==> src/rtl/next_pc_logic_if.sv <==
// next_pc_logic_if
//   Bundles the next-PC selection signals into one port.
//
//   Inputs to the selector:
//     CurrentPC     64  address of the instruction currently executing
//     SignExtImm64  64  sign-extended byte offset for branches
//     Branch         1  conditional (CBZ-type) branch
//     ALUZero        1  ALU result is zero
//     UCbranch       1  unconditional (B-type) branch
//   Outputs from the selector:
//     NextPC        64  combinational next-instruction address
//     Taken          1  combinational branch-taken flag
//     PCReg         64  registered NextPC (program counter)
//     TakenReg       1  registered Taken
//
//   Handshake: there is none. Every input is valid on every cycle and the
//   selector has no stall or enable, so no valid/ready pair exists here.
//
//   Modports:
//     master - the side that supplies PC/control and observes the results
//     slave  - the next-PC selector itself
interface next_pc_logic_if;
    logic [63:0] CurrentPC;
    logic [63:0] SignExtImm64;
    logic        Branch;
    logic        ALUZero;
    logic        UCbranch;
    logic [63:0] NextPC;
    logic        Taken;
    logic [63:0] PCReg;
    logic        TakenReg;

    modport master (
        output CurrentPC,
        output SignExtImm64,
        output Branch,
        output ALUZero,
        output UCbranch,
        input  NextPC,
        input  Taken,
        input  PCReg,
        input  TakenReg
    );

    modport slave (
        input  CurrentPC,
        input  SignExtImm64,
        input  Branch,
        input  ALUZero,
        input  UCbranch,
        output NextPC,
        output Taken,
        output PCReg,
        output TakenReg
    );
endinterface

==> src/rtl/next_pc_logic.sv <==
// next_pc_logic
//   Next-program-counter selection for the single-cycle 64-bit datapath.
//   Chooses between the sequential address (PC + 4) and a branch target
//   (PC + sign-extended byte offset). NextPC/Taken are purely combinational;
//   PCReg/TakenReg are their registered copies for the PC register and trace.
//
//   Ports:
//     CLK    in   system clock, registered outputs update on rising edge
//     Reset  in   asynchronous, active-high; clears PCReg and TakenReg
//     bus    slave modport of next_pc_logic_if (see that file for signals)
module next_pc_logic (
    input  logic            CLK,
    input  logic            Reset,
    next_pc_logic_if.slave  bus
);

    logic [63:0] seq_pc;
    logic [63:0] target_pc;
    logic        taken;
    logic [63:0] next_pc;

    // Both adds are plain modulo-2^64 sums: negative offsets work through
    // two's-complement wrap and overflow wraps silently. The offset is
    // already in byte units, so it is added without any shift, and no
    // alignment is enforced on either operand.
    always_comb begin
        seq_pc    = bus.CurrentPC + 64'h4;
        target_pc = bus.CurrentPC + bus.SignExtImm64;
    end

    // An unconditional branch wins regardless of Branch/ALUZero; a
    // conditional branch is taken only when the ALU result is zero.
    always_comb begin
        taken   = bus.UCbranch | (bus.Branch & bus.ALUZero);
        next_pc = taken ? target_pc : seq_pc;
    end

    assign bus.NextPC = next_pc;
    assign bus.Taken  = taken;

    // Registered copies; reset clears them immediately, without a clock.
    logic [63:0] pc_q;
    logic        taken_q;

    always_ff @(posedge CLK or posedge Reset) begin
        if (Reset) begin
            pc_q    <= 64'h0;
            taken_q <= 1'b0;
        end else begin
            pc_q    <= next_pc;
            taken_q <= taken;
        end
    end

    assign bus.PCReg    = pc_q;
    assign bus.TakenReg = taken_q;

endmodule

==> src/flat_wrapper.sv <==
// flat-port wrapper written by rule: the top's interface ports become plain ports
module next_pc_logic_flat 
  (CLK, Reset, bus_CurrentPC, bus_SignExtImm64, bus_Branch, bus_ALUZero, bus_UCbranch, bus_NextPC, bus_Taken, bus_PCReg, bus_TakenReg);
  next_pc_logic_if bus_i ();
  input  logic CLK;
  input  logic Reset;
  input wire logic [$bits(bus_i.CurrentPC)-1:0] bus_CurrentPC;
  input wire logic [$bits(bus_i.SignExtImm64)-1:0] bus_SignExtImm64;
  input wire logic [$bits(bus_i.Branch)-1:0] bus_Branch;
  input wire logic [$bits(bus_i.ALUZero)-1:0] bus_ALUZero;
  input wire logic [$bits(bus_i.UCbranch)-1:0] bus_UCbranch;
  output wire logic [$bits(bus_i.NextPC)-1:0] bus_NextPC;
  output wire logic [$bits(bus_i.Taken)-1:0] bus_Taken;
  output wire logic [$bits(bus_i.PCReg)-1:0] bus_PCReg;
  output wire logic [$bits(bus_i.TakenReg)-1:0] bus_TakenReg;
  assign bus_i.CurrentPC = bus_CurrentPC;
  assign bus_i.SignExtImm64 = bus_SignExtImm64;
  assign bus_i.Branch = bus_Branch;
  assign bus_i.ALUZero = bus_ALUZero;
  assign bus_i.UCbranch = bus_UCbranch;
  assign bus_NextPC = bus_i.NextPC;
  assign bus_Taken = bus_i.Taken;
  assign bus_PCReg = bus_i.PCReg;
  assign bus_TakenReg = bus_i.TakenReg;
  next_pc_logic u_core (.CLK(CLK), .Reset(Reset), .bus(bus_i));
endmodule
==> config.mk <==
export PLATFORM = sky130hd
export DESIGN_NAME = next_pc_logic_flat
export DESIGN_NICKNAME = d
export VERILOG_FILES = /design/src/rtl/next_pc_logic_if.sv /design/src/rtl/next_pc_logic.sv /design/src/flat_wrapper.sv
export SDC_FILE = /design/constraint.sdc
export NUM_CORES = 1
export LEC_CHECK = 0
export CORE_AREA = 2 2 134 136
export DETAILED_ROUTE_END_ITERATION = 10
export DIE_AREA = 0 0 136 138
export PLACE_DENSITY = 0.84
export SYNTH_ARGS = -nofsm -noshare
export SYNTH_HDL_FRONTEND = slang
export SYNTH_SLANG_ARGS = --single-unit
==> constraint.sdc <==
create_clock -name CLK -period 3.7 [get_ports CLK]
set_input_delay 0.74 -clock CLK [delete_from_list [all_inputs] [get_ports CLK]]
set_output_delay 0.74 -clock CLK [all_outputs]
set_load 0.01 [all_outputs]
==> results of run 1 <==
timing repair:
item / 4_1_cts
endpoints found under the hold margin: 0
buffers inserted: 102
endpoints found under the setup margin: 60
pin swaps: 184
resized for setup: 860
metal layers:
layer | GRT usage, % | overflow
met3 | 64.8 | 0
met4 | 68.3 | 3
met1 | 71.7 | 0
met5 | 25.7 | 0
met2 | 87.5 | 6
Yosys cell counts (all sizes together), types with 5 or more instances:
master | n | share of area [%]
and3 | 11 | 0.97
a211oi | 5 | 0.53
nand2 | 113 | 6.1
nor2 | 99 | 5.3
nor3 | 6 | 0.58
o21ai | 69 | 5.0
ha | 64 | 11
o31ai | 10 | 1.2
o21a | 8 | 0.84
a221oi | 5 | 0.61
a21oi | 111 | 7.8
xor2 | 40 | 4.9
nor4 | 5 | 0.65
nand3 | 41 | 3.1
clkbuf | 30 | 1.6
inv | 22 | 1.2
o211ai | 5 | 0.53
o21bai | 10 | 1.1
nand4 | 36 | 3.2
xnor2 | 74 | 9.1
a31oi | 12 | 1.1
a21o | 37 | 3.9
dfrtp | 65 | 23
nand2b | 5 | 0.44
buf | 14 | 0.97
metrics by stage:
step / util, % / hold slack [ns]
after floorplan: - / 0.927
after global placement: 71.0 / 1.13
after detailed placement: 71.0 / 1.14
after CTS: 83.3 / 0.654
kinds of logic after synthesis:
logic type / share of synthesized area [%]
buf+inv: 3.79
mux: 0.457
simple gates: 22.6
fa+ha+maj: 11.5
compound gates: 24.8
flops: 22.8
xor+xnor: 14.0
==> summary.md, run 1 <==
| Metric | Value |
|---|---|
| Status | stopped before the end |
| Stop stage | global routing |
| Log Error | [ERROR GRT-0232] Routing congestion too high. Check the congestion heatmap in the GUI. |
| Asr flop ratio synth | 100% |
| Num CTS Buffers | 9 |
| DP Area | 0.0124 mm2 |
| Cell Rows | 49 |
| CTS Hold Buffers Added | 0 |
| Mapped cell area | 0.00713 mm2 |
| Syn. warnings | 0 |
| Gr usage total | 73.0% |
| Maximum buffer depth of the clock tree | 2 |
| Gr ovfl total | 9 |
| Synthesized area per cell | 7.56 um2 |
| EDFF count, synth | 0 |
| #FFs+latches synth | 65 |
| Die Height | 138 um |
| Clock tree sinks | 65 |
| Post-synth top flop | dfrtp_1 |
| Worst EP post-GRT repair | bus_NextPC[48] |
| Syn nets | 1140 |
| IO Pins | 263 |
| Register area share after synthesis | 22.8% |
| Post-Syn Instances | 942 |
| Post-place setup slack | -1.39 ns |
| Kind of the worst endpoint | top-level output |
| Placed Instances | 1697 |
| Final Wtd Congestion | 0.990 |
| Port Buf Inserts | 262 |
| Post-DP HPWL | 25900 um |
| Starting Density | 40.6% |
| H-Tree Depth | 3 |
| Unique cell type count in the Yosys netlist | 63 |
| CTS Root Cell | clkbuf_16 |
| Die Span X | 136 um |
| Largest net degree at the start of global routing | 52 |
==> run 2, diff against run 1 <==
Settings changed: CORE_AREA 2 2 134 136 to 2 2 137 139, DIE_AREA 0 0 136 138 to 0 0 139 141, PLACE_DENSITY 0.84 to default, PLACE_DENSITY_LB_ADDON from default to 0.15.
Clock period 3.7 ns to 4.8 ns, I/O delays scaled along.
==> run 2 against run 1 <==
  * The run now ends clean
  * Synthesized cell count is the same
  * Synthesized area did not move
==> summary.md, run 2 <==
| Metric | Value |
|---|---|
| Fin. max-slew vios | 0 |
| Commonest cells post-synth | a21oi_1 (111), nand2_1 (109), nor2_1 (98) |
| Most frequent cell after synthesis | a21oi_1 |
| M1 GR Usage | 36.6% |
| Syn. warnings | 0 (unchanged) |
| Gr ovfl total | 0 |
| Post-Synth Adder-Cell Area | 11.5% (unchanged) |
| Crit-path cells | clkdlybuf4s15_1 -> ha_4 -> buf_6 -> nand4_1 -> or4_4 -> nor2_4 -> a21oi_1 -> o211ai_1 -> a41oi_2 -> o21ai_2 -> buf_4 -> a21bo_4 -> nor4_1 -> a311oi_1 -> buf_2 |
| Slew at the pin closest to its max-slew limit | 0.557 ns |
| Compound-gate portion of the synthesized area | 24.8% (unchanged) |
| M3 GR Usage | 4.76% |
| Mapped cell area | 0.00713 mm2 (unchanged) |
| Critical Path Sink | bus_NextPC[61] |
| Largest net degree at the start of global routing | 42 |
| Crit path max fanout | 4 |
| Status | finished clean |
| Wire per inst | 17.3 um |
| Mux contribution to synthesized area | 0.457% (unchanged) |
| GR peak layer | met2 |
| Cell Rows | 50 (+2.0%) |
| Syn-to-layout area delta | 89.0% |
| Vias in the first global route | 9345 |
| Number of remaining DRC errors | 0 |
| Met2 usage | 50.9% |
| Synth Area in XOR/XNOR | 14.0% (unchanged) |
| Share of layout cells above drive strength 1 | 35.6% |
| Crit share post-route | 99.7% |
| Total power | 0.00313 W |
| Asr flop ratio synth | 100% (unchanged) |
| Die Height | 141 um (+2.2%) |
| Final core occ | 73.7% |
| RSZ-0062 raised after global routing | true |
| Final Wtd Congestion | 0.911 (-7.9%) |
| Max Cap Violations | 0 |
| Maximum buffer depth of the clock tree | 2 (unchanged) |
| Worst hold slack | 0.967 ns |
| Synth top area share | 22.8% (unchanged) |
| Final instance area | 0.0135 mm2 |
| #FFs+latches synth | 65 (unchanged) |
| Post-synth top flop | dfrtp_1 |
| First-pass GRT wire length | 46500 um |
| DR iter-0 viols | 447 |
| Port Buf Inserts | 262 (unchanged) |
| Most frequent cells in the layout | buf_4 (325), clkdlybuf4s50_1 (134), nand2_1 (106) |
| Final Hold Viols | 0 |
| Synthesized area per cell | 7.56 um2 (unchanged) |
| Largest family of logic cells by synthesized area | compound AO/OA/AOI/OAI gates |
| WP data required | 3.84 ns |
| Total die area | 0.0196 mm2 |
| Antenna violations before repair | 2 |
| EDFF count, synth | 0 (unchanged) |
| Clock tree sinks | 65 (unchanged) |
| Final #Nets | 1703 |
| Gr usage total | 29.3% |
| Unique cell type count in the Yosys netlist | 63 (unchanged) |
| Worst vdd ir | 0.000173 V |
| Hold crit path type | primary input to asynchronous set/reset pin |
| H-Tree Depth | 3 (unchanged) |
| Initial DRT Pass Iterations | 5 |
| DP Area | 0.0121 mm2 (-2.7%) |
| Post-DP HPWL | 23100 um (-11%) |
| CTS tree | built |
| CP max stage delay | 0.57 ns |
| Synth Area in Simple Gates | 22.6% (unchanged) |
| Critical path launch point type | primary input |
| Commonest non-fill, non-tap cell in the layout | buf_4 |
| Max reg flops | 64 |
| Pwr Density | 232 mW/mm2 |
| Register area share after synthesis | 22.8% (unchanged) |
| Num CTS Buffers | 9 (unchanged) |
| Worst Setup SP | bus_SignExtImm64[31] |
| Synth area leader | dfrtp_1 |
| WP buf/inv | 4 |
| Max Clk Rate | 209 MHz |
| WL final | 30200 um |
| Post-Syn Instances | 942 (unchanged) |
| Slowest CP cell | or4_4 |
| Worst rel slew slack | 62.9% |
| Min Tclk post-route | 4.79 ns |
| Crit Path Class | primary input to output port |
| Synth area leaders | dfrtp_1 (23%), ha_1 (11%), xnor2_1 (9.1%) |
| CP arrival | 3.83 ns |
| Placed Instances | 1692 (-0.29%) |
| Crit end category | output port |
| Via count | 9230 |
| CORE AREA | 0.0183 mm2 |
| Syn nets | 1140 (unchanged) |
| CTS Hold Buffers Added | 0 (unchanged) |
| CTS Root Cell | clkbuf_16 |
| Starting Density | 39.0% (-1.6 points) |
| IO Pins | 263 (unchanged) |
| Number of nets with antenna violations after routing | 0 |
| Clock slew at reported path FFs | 0.05 ns |
| Worst path depth | 15 |
| CP top delay family | compound AO/OA/AOI/OAI gates |
| Lkg Pwr | 6.12 nW |
| Non-filler cells, final | 1744 |
| Final setup viols | 0 |
| Vias per inst | 5.29 |
| Die Span X | 139 um (+2.2%) |
==> run 2: cell counts after synthesis <==
Identical to the previous run, type by type.
==> run 2: worst min path at each step <==
stage                          start              endpoint  slack, ns
finish                         Reset  u_core.bus.PCReg[59]       0.97
global route                   Reset  u_core.bus.PCReg[59]       1.02
detailed placement             Reset  u_core.bus.PCReg[59]       1.34
global placement               Reset  u_core.bus.PCReg[59]       1.32
floorplan           bus_CurrentPC[0]   u_core.bus.PCReg[0]       1.15
CTS                            Reset  u_core.bus.PCReg[30]       0.98
==> run 2: logic make-up (layout without fill, tap and decap cells) <==
logic type	Yosys count	in the layout
buffers and inverters	67	633
xor gates and xnor gates	114	114
other	0	2
muxes	3	3
and+or+nand+nor	338	338
DFF	65	65
adders and majority gates	65	65
AOI/OAI and AO/OA	290	290
==> run 2: where the power goes <==
| part | leakage, nW | internal (W) | total, W | switching [W] |
|---|---|---|---|---|
| clock | 0.144 | 0.000408 | 0.000686 | 0.000278 |
| sequential | 0.752 | 0.000641 | 0.000664 | 0.0000233 |
| combinational | 5.22 | 0.000941 | 0.00178 | 0.000838 |
==> run 2: timing repair <==
item | CTS | global route
endpoints found under the setup margin | 54 | 44
pin swaps | 75 | 50
resized for setup | 296 | 128
buffers inserted | 23 | 15
==> run 2: metal layers <==
metal,vias to the layer above,part of all wire (%)
li1,4501,-
met1,4320,43
met2,338,48
met3,71,5.6
met4,0,3.5
met5,-,0
==> run 2: layout make-up <==
type	count	area (um2)
multi-input cells	810	6210
repair buffers	596	4960
fillers	1391	4800
flip-flops and latches	65	1630
well taps	234	293
clock buffers	10	239
inverters	23	87.6
clock inverters	4	45.0
diodes	2	5.00
==> run 2: through the flow <==
step                      setup slack, ns  setup TNS, ns
final                              0.0128              0
after global routing               -0.126         -0.329
after CTS                         -0.0442        -0.0578
after detailed placement            -1.03         -26.63
after global placement             -0.956         -25.52
after floorplan                     0.389              0
No activity file was read; power rests on OpenSTA's default activity.
==> run 3, diff against run 2 <==
Settings changed: SLEW_MARGIN from default to 20.
Clock period 4.8 ns to 4.6 ns, I/O delays scaled along.
==> run 3 against run 2 <==
  * The flow now finishes with violations (negative setup slack)
  * Via count up 4.0%
  * Combinational power increased by 9.6%
  * Clock power increased by 7.4%
  * Worst setup slack got worse by 0.046 ns
  * Sequential power grew 4.5%
  * Design area rose by 2.6%
  * First-iteration DRC count is 35% higher
==> summary.md, run 3 (synthesis results as in run 2) <==
| Metric | Value |
|---|---|
| Pwr Density | 245 mW/mm2 (+5.4%) |
| Vias per inst | 5.38 (+1.6%) |
| Hold path start | bus_CurrentPC[0] |
| DR iter-0 viols | 603 (+35%) |
| Fin. max-slew vios | 0 (unchanged) |
| Gr usage total | 29.9% (+0.60 points) |
| Worst hold slack | 0.890 ns (-0.0765 ns) |
| Die Height | 141 um (unchanged) |
| Worst rel slew slack | 63.5% (+0.59 points) |
| Min Tclk post-route | 4.63 ns |
| First-pass GRT wire length | 47200 um (+1.6%) |
| Max reg flops | 64 (unchanged) |
| Hold path cells | 3 |
| Clock tree sinks | 65 (unchanged) |
| Antenna cell count | 0 (-2) |
| Post-place setup slack | -0.877 ns (+0.153 ns) |
| Number of remaining DRC errors | 0 (unchanged) |
| Lkg Pwr | 6.27 nW (+2.5%) |
| CTS tree | built |
| CTS Root Cell | clkbuf_16 |
| WP buf/inv | 4 (unchanged) |
| Commonest non-fill, non-tap cell in the layout | buf_4 |
| CP max stage delay | 0.48 ns (-0.09 ns) |
| Worst Setup SP | bus_CurrentPC[11] |
| Crit-path cells | clkdlybuf4s15_1 -> ha_4 -> nand4_1 -> nor2_2 -> o21ai_2 -> nand3_2 -> o31ai_2 -> buf_4 -> o41a_4 -> o31a_4 -> o21ai_4 -> nor4_1 -> a311oi_1 -> buf_4 -> buf_6 |
| WP data required | 3.68 ns (-0.16 ns) |
| Cell Rows | 50 (unchanged) |
| Maximum buffer depth of the clock tree | 2 (unchanged) |
| CP arrival | 3.71 ns (-0.12 ns) |
| Syn-to-layout area delta | 94.0% |
| Crit end category | output port |
| Vias in the first global route | 9379 (+0.36%) |
| H-Tree Depth | 3 (unchanged) |
| Share of layout cells above drive strength 1 | 42.4% (+6.8 points) |
| Gr ovfl total | 0 (unchanged) |
| Worst vdd ir | 0.000195 V (+13%) |
| Wire per inst | 17.6 um (+1.8%) |
| Post-DP HPWL | 23200 um (+0.73%) |
| Crit share post-route | 101% |
| Number of nets with antenna violations after routing | 0 (unchanged) |
| Largest net degree at the start of global routing | 39 (-7.1%) |
| Slew at the pin closest to its max-slew limit | 0.547 ns (-0.00949 ns) |
| Clock slew at reported path FFs | 0.05 ns (about the same) |
| RSZ-0062 raised after global routing | true |
| CP top delay family | compound AO/OA/AOI/OAI gates |
| Initial DRT Pass Iterations | 5 (unchanged) |
| Starting Density | 39.0% (unchanged) |
| CORE AREA | 0.0183 mm2 (unchanged) |
| IO Pins | 263 (unchanged) |
| Status | complete, but fails checks |
| Max Clk Rate | 216 MHz |
| Antenna violations before repair | 0 (-2) |
| Critical path launch point type | primary input |
| Max Cap Violations | 0 (unchanged) |
| Slowest CP cell | o41a_4 |
| Worst path most repeated cell | buf_4 |
| Die Span X | 139 um (unchanged) |
| CTS Hold Buffers Added | 0 (unchanged) |
| Total die area | 0.0196 mm2 (unchanged) |
| Total power | 0.00339 W (+8.2%) |
| Final setup viols | 1 (+1) |
| Final #Nets | 1745 (+2.5%) |
| Final Hold Viols | 0 (unchanged) |
| Hold Path Sink | u_core.bus.PCReg[0] |
| Final Wtd Congestion | 0.931 (+2.1%) |
| Via count | 9597 (+4.0%) |
| Port Buf Inserts | 262 (unchanged) |
| Num CTS Buffers | 9 (unchanged) |
| Most frequent cells in the layout | buf_4 (370), clkdlybuf4s50_1 (132), nand2_1 (105) |
| WL final | 31500 um (+4.2%) |
| Fin worst setup slack | -0.0337 ns (-0.0464 ns) |
| Crit Path Class | primary input to output port |
| Crit path max fanout | 4 (unchanged) |
| Hold crit path type | primary input to flop |
| Failing checks | negative setup slack |
-- run 3: cell count changes in the layout (fill, tap and decap cells not counted), sizes merged, moves of 5 or more --
cell           change
dlymetal6s2s       -5
clkdlybuf4s15      +5
dlygate4sd2       -41
clkbuf            +25
buf               +62
-- run 3: layout make-up --
class                   instances  area (um2)
multi-input cells             810        6390
fillers                      1372        4440
well taps                     234         293
inverters                      23        87.6
flip-flops and latches         65        1630
clock buffers                  12         256
clock inverters                 3        40.0
repair buffers                638        5130
-- run 3: report_power, final --
group	total (W)	internal (W)	switching [W]
Sequential	0.000694	0.000668	0.0000258
Clock	0.000737	0.000445	0.000292
Combinational	0.00195	0.00104	0.000915
-- run 3: per-stage QoR --
| step | utilization, % | std cells | TNS, ns | instance area (um2) |
|---|---|---|---|---|
| 6_report | 75.7 | 1785 | -0.0337 | 13800 |
| 5_1_grt | 75.7 | 1785 | -0.649 | 13800 |
| 4_1_cts | 74.0 | 1762 | 0 | 13500 |
| 3_5_place_dp | 66.6 | 1699 | -32.32 | 12200 |
| 3_3_place_gp | 66.6 | 1699 | -30.94 | 12200 |
| 2_1_floorplan | - | 942 | 0 | 7130 |
-- run 3: per-layer routing --
layer	GRT usage (%)	vias up	wire length, um
li1	-	4606	-
met1	37.2	4540	13500
met2	53.4	379	15500
met3	4.89	72	1790
met4	8.77	0	760
met5	0	-	0
-- run 3: timing repair --
action                                  CTS  global route
resized for setup                       392           191
pin swaps                               101            96
hold endpoints to repair                  0             0
endpoints found under the setup margin   56            50
buffers inserted                         49            23
-- run 3: worst max path at each step --
stage	slack (ns)	cells after the start	to
after floorplan	0.27	11	bus_NextPC[56]
after global placement	-0.87	15	bus_NextPC[54]
after detailed placement	-0.88	14	bus_NextPC[62]
after CTS	0.001	13	bus_NextPC[60]
after global routing	-0.12	15	bus_NextPC[21]
final	-0.03	15	bus_NextPC[56]
